<file path="src/rtl/descriptor_table_register_bank.sv">
// Descriptor-table base/limit register bank (GDTR, IDTR, ...) with a pseudo-descriptor load sequencer and selector limit check.
// Latency: direct write 1 cycle; memory load 1 + words + 1 cycles (zero-wait); limit check 1 cycle.
// Backpressure: mem_read_valid stalls READ indefinitely; load_start is ignored while load_busy is high.
//
// Ports:
//   clock, reset                        rising-edge clock, async active-high reset
//   write_*                             one-cycle direct write of limit/base into write_channel
//   load_start/channel/operand_32       start a 6-byte pseudo-descriptor load into load_channel
//   load_busy, load_done                sequencer not idle / one-cycle commit pulse
//   mem_read_request/offset/valid/data  bus-read handshake; valid completes the current word
//   table_limit, table_base             packed per-channel limits (16b) and bases (32b)
//   check_*                             selector-index limit check, registered result
module descriptor_table_register_bank #(
   parameter int CHANNELS  = 2,
   parameter int BUS_WIDTH = 16,
   parameter int CH_W      = (CHANNELS > 1) ? $clog2(CHANNELS) : 1
) (
   input  logic                     clock,
   input  logic                     reset,
   input  logic                     write_enable,
   input  logic [CH_W-1:0]          write_channel,
   input  logic [15:0]              write_limit,
   input  logic [31:0]              write_base,
   input  logic                     load_start,
   input  logic [CH_W-1:0]          load_channel,
   input  logic                     load_operand_32,
   output logic                     load_busy,
   output logic                     load_done,
   output logic                     mem_read_request,
   output logic [2:0]               mem_read_offset,
   input  logic                     mem_read_valid,
   input  logic [BUS_WIDTH-1:0]     mem_read_data,
   output logic [CHANNELS*16-1:0]   table_limit,
   output logic [CHANNELS*32-1:0]   table_base,
   input  logic                     check_valid,
   input  logic [CH_W-1:0]          check_channel,
   input  logic [15:0]              check_selector,
   output logic                     check_result_valid,
   output logic                     check_fault
);

   localparam int NWORDS = (BUS_WIDTH == 32) ? 2 : 3;
   localparam int BYTES  = BUS_WIDTH / 8;

   typedef enum logic [1:0] {
      IDLE   = 2'd0,
      READ   = 2'd1,
      COMMIT = 2'd2
   } state_t;

   state_t            state;
   state_t            state_next;
   logic [1:0]        word_count;
   logic [47:0]       buffer;
   logic [47:0]       buffer_next;
   logic [CH_W-1:0]   ld_ch;
   logic              ld_op32;
   logic [15:0]       limit_q [CHANNELS];
   logic [31:0]       base_q  [CHANNELS];
   logic [15:0]       sel_limit;
   logic              last_word;

   assign last_word = mem_read_valid && (word_count == 2'(NWORDS - 1));

   // ---------------- sequencer FSM ----------------
   always_ff @(posedge clock or posedge reset) begin
      if (reset) begin
         state <= IDLE;
      end else begin
         state <= state_next;
      end
   end

   always_comb begin
      state_next       = state;
      load_busy        = 1'b0;
      load_done        = 1'b0;
      mem_read_request = 1'b0;
      mem_read_offset  = 3'd0;
      case (state)
         IDLE: begin
            if (load_start) begin
               state_next = READ;
            end
         end
         READ: begin
            load_busy        = 1'b1;
            mem_read_request = 1'b1;
            mem_read_offset  = 3'(int'(word_count) * BYTES);
            if (last_word) begin
               state_next = COMMIT;
            end
         end
         COMMIT: begin
            load_busy  = 1'b1;
            load_done  = 1'b1;
            state_next = IDLE;
         end
         default: begin
            state_next = IDLE;
         end
      endcase
   end

   // ---------------- word assembly ----------------
   // A 32-bit bus needs only the low half of its second word to fill 48 bits.
   generate
      if (BUS_WIDTH == 32) begin : g_bus32
         logic unused_upper;
         assign unused_upper = ^mem_read_data[31:16];
         always_comb begin
            buffer_next = buffer;
            if (word_count == 2'd0) begin
               buffer_next[31:0] = mem_read_data[31:0];
            end else begin
               buffer_next[47:32] = mem_read_data[15:0];
            end
         end
      end else begin : g_bus16
         always_comb begin
            buffer_next = buffer;
            case (word_count)
               2'd0:    buffer_next[15:0]  = mem_read_data[15:0];
               2'd1:    buffer_next[31:16] = mem_read_data[15:0];
               default: buffer_next[47:32] = mem_read_data[15:0];
            endcase
         end
      end
   endgenerate

   always_ff @(posedge clock or posedge reset) begin
      if (reset) begin
         word_count <= 2'd0;
         buffer     <= 48'd0;
         ld_ch      <= '0;
         ld_op32    <= 1'b0;
      end else if (state == IDLE) begin
         if (load_start) begin
            word_count <= 2'd0;
            ld_ch      <= load_channel;
            ld_op32    <= load_operand_32;
         end
      end else if (state == READ && mem_read_valid) begin
         buffer     <= buffer_next;
         word_count <= word_count + 2'd1;
      end
   end

   // ---------------- table registers ----------------
   // The sequencer commit takes priority over a direct write to the same channel.
   always_ff @(posedge clock or posedge reset) begin
      if (reset) begin
         for (int i = 0; i < CHANNELS; i++) begin
            limit_q[i] <= 16'd0;
            base_q[i]  <= 32'd0;
         end
      end else begin
         for (int i = 0; i < CHANNELS; i++) begin
            if (state == COMMIT && ld_ch == CH_W'(i)) begin
               limit_q[i] <= buffer[15:0];
               base_q[i]  <= ld_op32 ? buffer[47:16] : {8'h00, buffer[39:16]};
            end else if (write_enable && write_channel == CH_W'(i)) begin
               limit_q[i] <= write_limit;
               base_q[i]  <= write_base;
            end
         end
      end
   end

   generate
      for (genvar g = 0; g < CHANNELS; g++) begin : g_pack
         assign table_limit[16*g +: 16] = limit_q[g];
         assign table_base[32*g +: 32]  = base_q[g];
      end
   endgenerate

   // ---------------- limit check ----------------
   // Reads the pre-edge limit; an out-of-range channel sees limit 0, so it faults.
   logic unused_rpl;
   assign unused_rpl = ^check_selector[2:0];

   always_comb begin
      sel_limit = 16'd0;
      for (int i = 0; i < CHANNELS; i++) begin
         if (check_channel == CH_W'(i)) begin
            sel_limit = limit_q[i];
         end
      end
   end

   always_ff @(posedge clock or posedge reset) begin
      if (reset) begin
         check_result_valid <= 1'b0;
         check_fault        <= 1'b0;
      end else begin
         check_result_valid <= check_valid;
         check_fault        <= check_valid && ({check_selector[15:3], 3'b111} > sel_limit);
      end
   end

endmodule
</file>
<file path="config.mk">
export PLATFORM = sky130hd
export DESIGN_NAME = descriptor_table_register_bank
export DESIGN_NICKNAME = d
export VERILOG_FILES = /design/src/rtl/descriptor_table_register_bank.sv
export SDC_FILE = /design/constraint.sdc
export NUM_CORES = 1
export LEC_CHECK = 0
export CAP_MARGIN = 20
export CORE_UTILIZATION = 35
export CTS_BUF_LIST = sky130_fd_sc_hd__clkbuf_4 sky130_fd_sc_hd__clkbuf_8 sky130_fd_sc_hd__clkbuf_16
export CTS_CLUSTER_DIAMETER = 150
export DETAILED_ROUTE_END_ITERATION = 12
export DONT_BUFFER_PORTS = 1
export MAX_ROUTING_LAYER = met4
export PLACE_DENSITY = 0.51
export SYNTH_ARGS = -nofsm -noshare
export SYNTH_HDL_FRONTEND = slang
export SYNTH_SLANG_ARGS = --single-unit
</file>
<file path="constraint.sdc">
create_clock -name clock -period 9.1 [get_ports clock]
set_clock_uncertainty 0.05 [all_clocks]
set_input_delay 1.82 -clock clock [delete_from_list [all_inputs] [get_ports clock]]
set_output_delay 1.82 -clock clock [all_outputs]
set_load 0.1 [all_outputs]
</file>
=== Word-level counts from Yosys, hierarchy flattened ===
Cells that the tools add are included.

* Bits in registers: 152
* Bits of input ports: 90
* Word-level logic and storage cells: 65

* $add $sub $neg: 1
* $lt $le $gt $ge: 1
* Eq/ne operators: 6
* Mux-type cells: 20
* Bitwise operators: 4
* Reductions and logical operators: 20

{| class="wikitable"
|+ Operators by type and width
! kind !! number
|-
| 2-to-1 mux 32 bit || 5
|-
| 2-to-1 mux 16 bit || 5
|-
| greater-than comparator 16 bit || 1
|-
| 2-to-1 mux 2 bit || 5
|-
| AND reduction 3 bit || 3
|-
| logical AND 1 bit || 7
|-
| AND reduction 2 bit || 3
|-
| nonzero test 2 bit || 3
|-
| == test 2 x 1 -> 1 bit, second input constant || 2
|-
| == test 2 bit, second input constant || 2
|-
| logical NOT 2 bit || 2
|-
| != test 2 bit, second input constant || 2
|-
| NOT 1 bit || 4
|-
| case mux 2 bit (2 select lines) || 1
|-
| OR reduction 2 bit || 2
|-
| 2-to-1 mux 1 bit || 3
|-
| 2-to-1 mux 3 bit || 1
|-
| adder 2 x 1 -> 2 bit, second input constant || 1
|}

=== Logic depth before layout (Yosys ltp) ===
* Depth in word-level cells: 4
* Gate-level depth with buffers: 8
* Mapped depth without buffers: 6

=== Worst setup path after synthesis ===
Ideal clock, no wire load.

* Path kind: reg-to-output
* Start: register state[1]
* End: output port mem_read_offset[1]
* Arrival: 2.214 ns
* Required time: 7.230 ns
* Slack: 5.016 ns
* Stages on the path, launching flop included: 4
* Buffers on the path: 0
* Cell sequence: dfrtp_1 -> inv_1 -> ha_1 -> and2_1

* Word-level cells in the longest chain between the ends: 2

{| class="wikitable"
|+ Ends and longest elaborated chain
! element !! line !! RTL
|-
| start: declaration || 51 || <nowiki>state_t state;</nowiki>
|-
| start signal: assignment || 70 || <nowiki>state <= state_next;</nowiki>
|-
| == test 2 x 1 -> 1 bit || 80 || <nowiki>case (state)</nowiki>
|-
| 2-to-1 mux 3 bit || 80 ||
|-
| end: declaration || 30 || <nowiki>output logic [2:0] mem_read_offset,</nowiki>
|}

Every way passes these cells.

=== Worst setup path after layout ===
Ends and elaborated chain as after synthesis.

==> results.py <==
metrics = {
    "run_status": {
        "run_status": "finished clean",
    },
    "cells_and_area": {
        "layout_common_cells": "152 x dfrtp_1, 108 x mux2i_1, 64 x a21oi_1",
        "antennaDiodeCount": 0,
        "fin_nets": 716,
        "drive_gt1_share_pct": 15.8,
        "area_growth_pct": 12.5,
        "multi_input_area_sq_um": 3200,
        "layout_commonest_cell": "dfrtp_1",
        "num-fill-cells": 1959,
        "register_area_sq_um": 3800,
    },
    "clocking": {
        "clk-insertion-delay-late_ns": 0.42,
        "cts_made_buffers": 17,
        "clk_pin_slew_ns": 0.06,
        "hold_buffers": 0,
        "clock_path_buffers": 2,
        "clockRootBuffer": "clkbuf_16",
        "clkSinkCount": 152,
        "cts.htree.levels": 4,
        "tritoncts": "yes",
        "post_cts_resized": 0,
        "cts_setup_buffers": 0,
    },
    "floorplan": {
        "std_cell_rows": 52,
        "dieArea_sq_um": 21200,
        "ioPinCount": 194,
        "coreArea_sq_um": 20200,
        "initial_utilization_pct": 35.6,
        "fp.dieW_um": 145,
        "die_h_um": 145,
    },
    "yosys": {
        "synthCells": 621,
        "yosys.area.top_type": "dfrtp_1",
        "synth-simple-area-share_pct": 7.31,
        "synth_top_area_share_pct": 52.8,
        "synth_cell_types": 31,
        "synth_area_leaders": "dfrtp_1 53%, mux2i_1 15%, mux2_4 6.3%",
        "synth_top_family_by_area": "multiplexers",
        "synth_seq_cells": 152,
        "synth_fa_ha_area_share_pct": 3.30,
        "ys_warn_count": 0,
        "ys_seq_area_share_pct": 52.8,
        "syn_area_sq_um": 7200,
        "synthXorXnorAreaFrac_pct": 0,
        "yosys-mux-area-fraction_pct": 24.5,
        "syn_area_per_cell_sq_um": 11.6,
        "synth_compound_area_share_pct": 8.74,
        "syn-num-nets": 730,
    },
    "route": {
        "via_per_inst": 5.20,
        "vias": 4632,
        "first_pass_iters": 5,
        "ant_nets": 0,
        "wire_per_inst_um": 20.3,
        "wirelength_um": 18100,
        "drcViolationCount": 0,
        "drt_first_iter_violations": 173,
    },
    "min_path": {
        "hold_depth": 2,
        "hold_class": "reg2reg",
    },
    "critical_path": {
        "required_ns": 7.23,
        "cp-start-kind": "flop",
        "criticalPathCategory": "reg2out",
        "end_kind": "output port",
        "worst-r2r-cell-count": 5,
        "crit_fanout": 6,
        "worstPathArrival_ns": 2.06,
    },
    "global_routing": {
        "grt_pass1_vias": 4907,
        "grt_overflow": 0,
        "grt_usage_pct": 18.3,
        "antenna_found_initial": 0,
        "grt_max_degree": 97,
        "grt_pass1_wl_um": 28500,
    },
    "sta": {
        "final-setup-viol-count": 0,
        "hold_viol_final": 0,
        "timing.final.crit_period_ns": 3.93,
        "setup_tns_ns": 0,
        "worst_slew_pin_slew_ns": 1.11,
        "relSlewSlack_pct": 25.9,
        "rsz0062_at_grt": "no",
        "fin_crit_sh_pct": 43.2,
        "slew_violations": 0,
        "fmaxAchievable_mhz": 254,
    },
    "placement": {
        "gp_congestion": 0.856,
        "hpwl_um": 12300,
        "portBuffers": 0,
    },
    "run": {
        "drv_cap": 0,
    },
}
-- state kept, by name, summed over array words and instances, names as in the netlist --
name	flops
ld_op32	1
check_fault	1
ld_ch	1
buffer	48
check_result_valid	1
state	2
table_base	64
table_limit	32
word_count	2
-- area by class of cell --
| class | instances | area share (%) |
|---|---|---|
| clock inverter | 14 | 2.60 |
| inverter | 7 | 0.386 |
| sequential | 152 | 47.0 |
| multi-input combinational | 423 | 39.5 |
| tap | 270 | 4.17 |
| clock buffer | 18 | 5.42 |
| timing repair buffer | 6 | 1.00 |
-- synth_stat cells --
| master | n |
|---|---|
| nor2b_1 | 4 |
| a21o_1 | 1 |
| nor3_1 | 3 |
| nor2_1 | 45 |
| buf_4 | 7 |
| ha_1 | 19 |
| o21bai_1 | 1 |
| nand4_1 | 2 |
| nand3_1 | 10 |
| mux2i_1 | 108 |
| o31a_1 | 1 |
| nand2_2 | 1 |
| inv_1 | 7 |
| o21ai_0 | 51 |
| mux2_4 | 30 |
| conb_1 | 1 |
| nand2_1 | 51 |
| a21oi_1 | 64 |
| nand2_4 | 3 |
| o221ai_1 | 1 |
| o21a_1 | 1 |
| a21boi_0 | 1 |
| nor2_4 | 1 |
| a31oi_1 | 1 |
| buf_2 | 9 |
| buf_6 | 3 |
| clkbuf_1 | 15 |
| mux2_2 | 21 |
| dfrtp_1 | 152 |
| buf_1 | 5 |
| and2_1 | 2 |
-- logic make-up (layout without fill, tap and decap cells) --
family,Yosys count,after routing
AO/OA/AOI/OAI,122,122
adder cells (fa/ha/maj),19,19
buffers and inverters,46,45
flip-flops,152,152
multiplexers,159,159
other,1,1
AND/OR/NAND/NOR,122,122
-- path summary, 6_finish.rpt --
path | from | endpoint | slack [ns]
worst max-delay path | state[1] | mem_read_offset[1] | 5.17
worst min-delay path | buffer[34] | table_base[18] | 0.46
worst max register to register | state[0] | table_base[9] | 5.75
worst min register to register | buffer[34] | table_base[18] | 0.46
max in group asynchronous | reset | buffer[6] | 6.62
min in group asynchronous | reset | ld_op32 | 1.30
-- layer usage --
layer  GRT usage, %  vias up  share of wire, %  wire length (um)
met5              -        -                 0                 0
met4           5.00        0              0.91               164
li1               -     2138                 -                 -
met2           27.1      169                46              8290
met3           6.36       13               7.9              1420
met1           23.7     2312                45              8220
-- critical path, cell delays in order, from the launching register on --
cell	delay, ns
dfrtp_1	0.38
inv_1	0.09
ha_1	0.35
and2_1	0.82
-- stage by stage --
| stage | cells | utilization, % | hold WS, ns | setup WS [ns] | instance area, sq um |
|---|---|---|---|---|---|
| 2_1_floorplan | 621 | - | 0.417 | 3.14 | 7200 |
| 3_3_place_gp | 855 | 36.5 | 0.442 | 4.96 | 7390 |
| 3_5_place_dp | 855 | 36.5 | 0.450 | 4.94 | 7390 |
| 4_1_cts | 887 | 39.7 | 0.471 | 4.47 | 8040 |
| 5_1_grt | 890 | 40.0 | 0.490 | 5.06 | 8100 |
| 6_report | 890 | 40.0 | 0.462 | 5.17 | 8100 |
Power is left out: the tool's default activity adds up to more than one toggle a clock period on the data nets, which glitch-free logic cannot reach.
